## src/rtl/johnson_digit_decoder.sv

```systemverilog
// Accepts three Johnson-coded decimal digits, converts them to a binary value
// 0..999 and scans the digits out one at a time on a seven-segment drive.
//
// state | meaning
// IDLE  | waiting for i_valid, o_ready=1
// D100  | acc <= hundreds
// D010  | acc <= acc*10 + tens
// D001  | o_value/o_err update, start display scan
// SHOW  | hundreds, tens, ones patterns, pDWELL cycles each
// BLANK | display off for pDWELL cycles, then back to IDLE
module johnson_digit_decoder #(
    parameter int pDWELL = 1000
) (
    input  logic       i_clk,
    input  logic       i_rst,
    input  logic       i_valid,
    input  logic [4:0] i_100,
    input  logic [4:0] i_010,
    input  logic [4:0] i_001,
    output logic       o_ready,
    output logic [9:0] o_value,
    output logic       o_value_valid,
    output logic       o_err,
    output logic [7:0] o_LED
);

    typedef enum logic [2:0] {
        IDLE  = 3'd0,
        D100  = 3'd1,
        D010  = 3'd2,
        D001  = 3'd3,
        SHOW  = 3'd4,
        BLANK = 3'd5
    } state_t;

    localparam logic [15:0] DWELL_LAST = 16'(pDWELL - 1);

    state_t      state, state_d;
    logic [15:0] dwell, dwell_d;
    logic [1:0]  idx, idx_d;
    logic [7:0]  led_d;
    logic        dwell_end;
    logic [4:0]  dig_h, dig_t, dig_o;
    logic [4:0]  dec_h, dec_t, dec_o;
    logic [9:0]  acc;

    // Result is {invalid, value}; an invalid code decodes to value 0.
    function automatic logic [4:0] jdec(input logic [4:0] code);
        case (code)
            5'b00000: jdec = 5'b0_0000;
            5'b00001: jdec = 5'b0_0001;
            5'b00011: jdec = 5'b0_0010;
            5'b00111: jdec = 5'b0_0011;
            5'b01111: jdec = 5'b0_0100;
            5'b11111: jdec = 5'b0_0101;
            5'b11110: jdec = 5'b0_0110;
            5'b11100: jdec = 5'b0_0111;
            5'b11000: jdec = 5'b0_1000;
            5'b10000: jdec = 5'b0_1001;
            default:  jdec = 5'b1_0000;
        endcase
    endfunction

    function automatic logic [7:0] seg(input logic [4:0] d);
        if (d[4]) begin
            seg = 8'h40;
        end else begin
            case (d[3:0])
                4'd0:    seg = 8'h3F;
                4'd1:    seg = 8'h06;
                4'd2:    seg = 8'h5B;
                4'd3:    seg = 8'h4F;
                4'd4:    seg = 8'h66;
                4'd5:    seg = 8'h6D;
                4'd6:    seg = 8'h7D;
                4'd7:    seg = 8'h07;
                4'd8:    seg = 8'h7F;
                4'd9:    seg = 8'h6F;
                default: seg = 8'h00;
            endcase
        end
    endfunction

    assign dec_h     = jdec(dig_h);
    assign dec_t     = jdec(dig_t);
    assign dec_o     = jdec(dig_o);
    assign dwell_end = (dwell == DWELL_LAST);
    assign o_ready   = (state == IDLE);

    always_ff @(posedge i_clk) begin
        if (i_rst) begin
            state <= IDLE;
            dwell <= 16'd0;
            idx   <= 2'd0;
            o_LED <= 8'h00;
        end else begin
            state <= state_d;
            dwell <= dwell_d;
            idx   <= idx_d;
            o_LED <= led_d;
        end
    end

    always_comb begin
        state_d = state;
        dwell_d = dwell;
        idx_d   = idx;
        led_d   = o_LED;
        case (state)
            IDLE: begin
                led_d = 8'h00;
                if (i_valid) state_d = D100;
            end
            D100: state_d = D010;
            D010: state_d = D001;
            D001: begin
                state_d = SHOW;
                dwell_d = 16'd0;
                idx_d   = 2'd0;
                led_d   = seg(dec_h);
            end
            SHOW: begin
                if (dwell_end) begin
                    dwell_d = 16'd0;
                    if (idx == 2'd2) begin
                        state_d = BLANK;
                        idx_d   = 2'd0;
                        led_d   = 8'h00;
                    end else begin
                        idx_d = idx + 2'd1;
                        led_d = (idx == 2'd0) ? seg(dec_t) : seg(dec_o);
                    end
                end else begin
                    dwell_d = dwell + 16'd1;
                end
            end
            BLANK: begin
                if (dwell_end) begin
                    dwell_d = 16'd0;
                    state_d = IDLE;
                end else begin
                    dwell_d = dwell + 16'd1;
                end
            end
            default: state_d = IDLE;
        endcase
    end

    // Datapath: digits latched only on acceptance, so later input changes are harmless.
    always_ff @(posedge i_clk) begin
        if (i_rst) begin
            dig_h         <= 5'd0;
            dig_t         <= 5'd0;
            dig_o         <= 5'd0;
            acc           <= 10'd0;
            o_value       <= 10'd0;
            o_err         <= 1'b0;
            o_value_valid <= 1'b0;
        end else begin
            o_value_valid <= (state == D001);
            case (state)
                IDLE: begin
                    if (i_valid) begin
                        dig_h <= i_100;
                        dig_t <= i_010;
                        dig_o <= i_001;
                    end
                end
                D100: acc <= {6'd0, dec_h[3:0]};
                D010: acc <= acc * 10'd10 + {6'd0, dec_t[3:0]};
                D001: begin
                    o_value <= acc * 10'd10 + {6'd0, dec_o[3:0]};
                    o_err   <= dec_h[4] | dec_t[4] | dec_o[4];
                end
                default: ;
            endcase
        end
    end

endmodule

```

## config.mk

```make
export PLATFORM = sky130hd
export DESIGN_NAME = johnson_digit_decoder
export DESIGN_NICKNAME = d
export VERILOG_FILES = /design/src/rtl/johnson_digit_decoder.sv
export SDC_FILE = /design/constraint.sdc
export NUM_CORES = 1
export LEC_CHECK = 0
export BUFFER_PORTS_ARGS = -buffer_cell sky130_fd_sc_hd__buf_4
export CAP_MARGIN = 30
export CORE_ASPECT_RATIO = 1.5
export CORE_MARGIN = 2
export CORE_UTILIZATION = 30
export CTS_BUF_LIST = sky130_fd_sc_hd__clkbuf_16
export DETAILED_ROUTE_END_ITERATION = 10
export GPL_ROUTABILITY_DRIVEN = 0
export SLEW_MARGIN = 25
export SYNTH_ARGS = -nofsm -noshare
export SYNTH_HDL_FRONTEND = slang
export SYNTH_SLANG_ARGS = --single-unit
export TNS_END_PERCENT = 10
```

## constraint.sdc

```tcl
create_clock -name i_clk -period 4.3 [get_ports i_clk]
set_input_delay 0.215 -clock i_clk [delete_from_list [all_inputs] [get_ports i_clk]]
set_output_delay 0.215 -clock i_clk [all_outputs]
set_load 0.02 [all_outputs]
```

==> results of run 1 <==
==> critical path, delay by kind of cell, from the launching register on <==
family	cells	cell delay, ps
buf+inv	1	70
xor+xnor	1	400
flops	1	470
simple gates	3	970
compound gates	1	220
fa+ha+maj	3	960
==> metal layers <==
layer	vias to the layer above	wire (µm)	GRT usage (%)
met4	0	481	7.52
met2	71	5770	24.1
li1	2135	-	-
met1	1897	4710	15.5
met5	-	0	0
met3	26	379	3.06
==> state kept, by name (all words and copies together) (netlist names), 7 cells and up <==
register,count
o_LED,7
o_value,10
acc,9
dwell,16
==> power groups by stage <==
stage / Clock [W] / Sequential, W / Combinational [W]
finish: 0.000816 / 0.000840 / 0.000449
detailed placement: 0 / 0.000856 / 0.000453
global route: 0.000866 / 0.000848 / 0.000512
global placement: 0 / 0.000855 / 0.000451
CTS: 0.000835 / 0.000840 / 0.000455
floorplan: 0 / 0.000844 / 0.000337
==> placed cells by master (no fill, tap or decap), types with 3 or more instances in the layout <==
cell	netlist	final
a31oi_1	6	6
o21a_1	4	4
and3_1	3	3
mux2i_1	11	11
xor2_1	8	8
and3b_1	3	3
mux2_2	4	4
nand4_1	4	4
nand2_1	63	63
or2_2	3	3
inv_1	30	31
nor2b_1	5	5
ha_1	45	45
a211oi_1	14	14
buf_4	1	39
clkbuf_16	0	9
xnor2_1	18	18
nand2b_1	13	13
nor2_1	70	70
a21o_1	5	5
or3_1	4	4
o21bai_1	3	3
a21oi_1	52	52
nor3b_1	4	4
and2_1	5	5
o21ai_0	29	29
dfxtp_1	79	79
nand3_1	5	5
o32ai_1	3	3
a22o_1	3	3
nor3_1	13	13
a22oi_1	8	8
nand3b_1	9	9
nor4_1	4	4
fa_1	3	3
o22ai_1	4	4
==> stage by stage <==
| step | power (W) | cell area (µm²) | setup WS (ps) |
|---|---|---|---|
| after detailed placement | 0.00131 | 5290 | 1080 |
| after global routing | 0.00223 | 5610 | 795 |
| final | 0.00210 | 5610 | 1110 |
| after CTS | 0.00213 | 5610 | 1080 |
| after floorplan | 0.00118 | 4880 | 1360 |
| after global placement | 0.00131 | 5290 | 1190 |
==> logic make-up after synthesis <==
family                   Yosys count
buffers and inverters             60
adder cells (fa/ha/maj)           48
AO/OA/AOI/OAI                    149
multiplexers                      15
flip-flops                        79
XOR/XNOR                          27
other                              1
AND/OR/NAND/NOR                  219
==> area by class of cell <==
class	instances	area [µm²]	area share [%]
clock inverters	7	88.8	1.58
flip-flops and latches	79	1580	28.2
clock buffers	9	225	4.02
inverters	30	113	2.01
multi-input cells	459	3040	54.3
well taps	206	258	4.60
repair buffers	40	298	5.31
==> path summary, 6_finish.rpt <==
check / from / end / slack, ps / cells after the start
worst max-delay path: acc[1]$_SDFFE_PP0P_ / o_value[9]$_SDFFE_PP0P_ / 1110 / 9
worst max register to register: acc[1]$_SDFFE_PP0P_ / o_value[9]$_SDFFE_PP0P_ / 1110 / 9
worst min-delay path: i_001[1] / dig_o[1]$_SDFFE_PP0N_ / 150 / 3
worst min register to register: o_LED[2]$_SDFFE_PP0P_ / o_LED[2]$_SDFFE_PP0P_ / 460 / 2
==> results.ini, run 1 <==
[yosys]
synth_area_mm2 = 0.00488
synth_xor_area_share_pct = 5.13
ys_top_cells_by_area = dfxtp_1, ha_1, nor2_1
syn_area_per_cell_um2 = 8.16
synth_area_leader_cell = dfxtp_1
synthMuxAreaShare_pct = 3.18
ys_seq_area_share_pct = 32.4
yosys_warnings = 0
ys_seq_elements = 79
yosysMostFrequentCell = dfxtp_1
synthCells = 598
synth_flop_cell = dfxtp_1
synth_fa_ha_area_share_pct = 12.8
synth_compound_area_share_pct = 19.1
synthArstFlopShare_pct = 0
synth-edff-count = 0
synth_top_family_by_area = simple AND/OR/NAND/NOR gates
synth_cell_types = 65
synth-simple-area-share_pct = 22.2
ys_top_cells_by_count = dfxtp_1, nor2_1, nand2_1
synth_nets = 664
yosysTopAreaCellShare_pct = 32.4

[critical_path]
arrival_ps = 3450
critPathRequiredTime_ps = 4560
endpoint_kind = register
worstPathCellList = ha_1 > ha_1 > inv_1 > fa_1 > nand2b_1 > or2_2 > nor4b_1 > xnor3_1 > a211oi_1
cp_slowest_cell = dfxtp_1
crit_top_cell = ha_1
cp_slowest_stage_delay_ps = 470
crit_path_start_kind = register
critPathKind = reg2reg
path_max_fanout = 6

[sta]
relSlewSlack_pct = 49.7
final-hold-violation-count = 0
period_share_pct = 74.1
clock.fmax_mhz = 314
final_max_slew_viol_count = 0
fin_tns_setup_ps = 0
rsz0062_at_grt = no
setup_viol = 0
hold_slack_ps = 154
clock-skew-final_ps = 10.0
fin_crit_ps = 3190
tightest_slew_ps = 754

[routing]
drtIter0Drc = 226
routed_via_density = 4.97
drc = 0
avgRoutedWirePerCell_um = 13.7
drtPass1Iterations = 5
num_vias = 4129
ant_nets = 0
drt-total-wl_mm = 11.3

[power]
p_int_w = 0.00147
p_leak_nw = 2.21
p_sw_w = 0.000632
powerDensity_mw_per_mm2 = 375
switching_share_pct = 30.0
power_frac_clock_pct = 38.8
ir_drop_uv = 172
share_comb_of_total_power_pct = 21.3
seq_power_share_pct = 39.9

[layout]
fin_cells = 830
area_growth_pct = 15.0
utilization_pct = 34.9
layout-drive-gt1-share_pct = 10.4
insertedDiodeCount = 0
nFillCells = 1696
layout.nets = 685

[clock_network]
cts.sinks = 79
numCtsBuffers = 9
post_cts_buffers = 0
cts_hold_buf = 0
cts_buffer_depth = 2
cts-resized-gates = 0
cts_tree = built
clk_pin_slew_ps = 60
ctsHtreeMaxLevel = 3
cts_root_buf = clkbuf_16
clk_latency_ps = 350

[global_routing]
gr-usage-all-layers_pct = 13.9
antenna_found_initial = 0
grt_pass1_vias = 3994
grt_pass1_wl_mm = 19.0
grt_start_max_net_pins = 74
gr-total-overflow = 0

[floorplan]
rows = 57
dieHeight_um = 160
fp.coreArea_mm2 = 0.0160
ios = 39
die-area_mm2 = 0.0173
start_util_pct = 30.4
die_x_um = 108

[worst_hold_path]
hold_class = in2reg

[placed_design]
hpwl_mm = 8.57
port_buffers = 37
placed_cells = 814

[job]
maxCapViolCount = 0

[run_status]
outcome = completed

No activity file was read; power rests on OpenSTA's default activity.
==> run 2, diff against run 1 <==
Clock period 4.3 ns to 2.9 ns, I/O delays scaled along.
==> results.ini, run 2 (same netlist as run 1, synthesis figures left out) <==
[critical_path]
endpoint_kind = register
cp_num_buf_inv = 1
reg2reg_depth = 9
path_max_fanout = 4
crit_top_cell = ha_1
crit_path_start_kind = register
cp_slowest_stage_delay_ps = 420
cpLargestDelayFamily = adder cells
critPathKind = reg2reg
critPathRequiredTime_ps = 3160
cp_slowest_cell = fa_1
arrival_ps = 2920
worstPathCellList = ha_1 > ha_1 > inv_1 > fa_1 > nand2b_1 > or2_2 > nor4b_4 > xnor3_1 > a211oi_1
path_depth = 9

[clock_network]
clk_pin_slew_ps = 60
cts_tree = built
cts.sinks = 79
numCtsBuffers = 9
ctsHtreeMaxLevel = 3
cts_buffer_depth = 2
cts_root_buf = clkbuf_16
clk_latency_ps = 340
cts_hold_buf = 0

[sta]
relSlewSlack_pct = 47.6
clock-skew-final_ps = 6.41
clock.fmax_mhz = 375
final-hold-violation-count = 0
tightest_slew_ps = 786
timing.final.ws_setup_ps = 233
fin_crit_ps = 2670
period_share_pct = 92.0
rsz0062_at_grt = no
setup_viol = 0
fin_tns_setup_ps = 0
final_max_slew_viol_count = 0

[global_routing]
antenna_found_initial = 0
grt_start_max_net_pins = 74
gr-total-overflow = 0
gr-usage-all-layers_pct = 13.9
grt_pass1_vias = 4091
grt_pass1_wl_mm = 19.3

[layout]
layout.nets = 699
final_cell_mix = dfxtp_1, nor2_1, nand2_1, buf_4, a21oi_1
reg_top3 = dwell (16), o_value (10), acc (9)
nFillCells = 1703
insertedDiodeCount = 0
largest_reg_flops = 16
top_register = dwell
mostFrequentLayoutCell = dfxtp_1
fin_cells = 842
layout-drive-gt1-share_pct = 12.4
area_growth_pct = 17.2

[routing]
drc = 0
ant_nets = 0
drt-total-wl_mm = 11.7
routed_via_density = 4.93
num_vias = 4147
avgRoutedWirePerCell_um = 13.9
drtIter0Drc = 171
drtPass1Iterations = 4

[floorplan]
die-area_mm2 = 0.0173
start_util_pct = 30.4
die_x_um = 108
dieHeight_um = 160
rows = 57
ios = 39
fp.coreArea_mm2 = 0.0160

[run_status]
outcome = completed

[job]
maxCapViolCount = 0

[worst_hold_path]
min_path_cells = 3
hold_class = in2reg

[power]
ir_drop_uv = 282
share_comb_of_total_power_pct = 23.0
seq_power_share_pct = 39.3
powerDensity_mw_per_mm2 = 547
p_int_w = 0.00220
switching_share_pct = 29.6
p_leak_nw = 2.30
power_frac_clock_pct = 37.6
p_sw_w = 0.000924

[placed_design]
hpwl_mm = 8.76
placed_cells = 828
port_buffers = 37
preCtsSetupSlack_ps = 81.7

run 2: final cells by class:
cell class	count	area (µm²)	share of cell area (%)
multi-input combinational	459	3060	53.5
sequential	79	1580	27.7
timing repair buffer	54	405	7.09
tap	206	258	4.51
clock buffer	9	225	3.94
inverter	30	113	1.97
clock inverter	5	76.3	1.34
run 2: path summary, 6_finish.rpt:
| check | from | endpoint | slack, ps |
|---|---|---|---|
| setup / recovery | acc[3]$_SDFFE_PP0P_ | o_value[9]$_SDFFE_PP0P_ | 230 |
| hold / removal | i_100[0] | dig_h[0]$_SDFFE_PP0N_ | 90 |
| setup reg to reg | acc[3]$_SDFFE_PP0P_ | o_value[9]$_SDFFE_PP0P_ | 230 |
| hold reg to reg | o_LED[4]$_SDFFE_PP0P_ | o_LED[4]$_SDFFE_PP0P_ | 450 |
run 2: repair_timing:
item | in CTS | in global routing
resized for setup | 0 | 1
setup endpoints to repair | 0 | 1
setup buffers | 0 | 0
run 2: metal layers:
metal | track usage (%) | vias to the layer above | wire length (µm)
met3 | 2.65 | 17 | 382
met4 | 5.24 | 0 | 279
li1 | - | 2155 | -
met5 | 0 | - | 0
met1 | 15.5 | 1912 | 5010
met2 | 25.4 | 63 | 6040
run 2: per-stage QoR:
stage	hold slack, ps	cell area [µm²]	power, W	util (%)
2_1_floorplan	304	4880	0.00175	-
3_3_place_gp	426	5410	0.00197	33.7
3_5_place_dp	431	5410	0.00197	33.7
4_1_cts	76.4	5710	0.00316	35.6
5_1_grt	93.7	5720	0.00330	35.6
6_report	85.8	5720	0.00313	35.6
run 2: tightest hold or removal path, stage by stage:
cell and delay, ps:
buf_4 110, nand2_1 60, a21oi_1 60
run 2: power groups by stage:
| stage | clock, W | combinational, W | sequential, W |
|---|---|---|---|
| global route | 0.00125 | 0.000812 | 0.00124 |
| detailed placement | 0 | 0.000721 | 0.00125 |
| floorplan | 0 | 0.000500 | 0.00125 |
| CTS | 0.00121 | 0.000727 | 0.00123 |
| global placement | 0 | 0.000719 | 0.00125 |
| finish | 0.00118 | 0.000721 | 0.00123 |
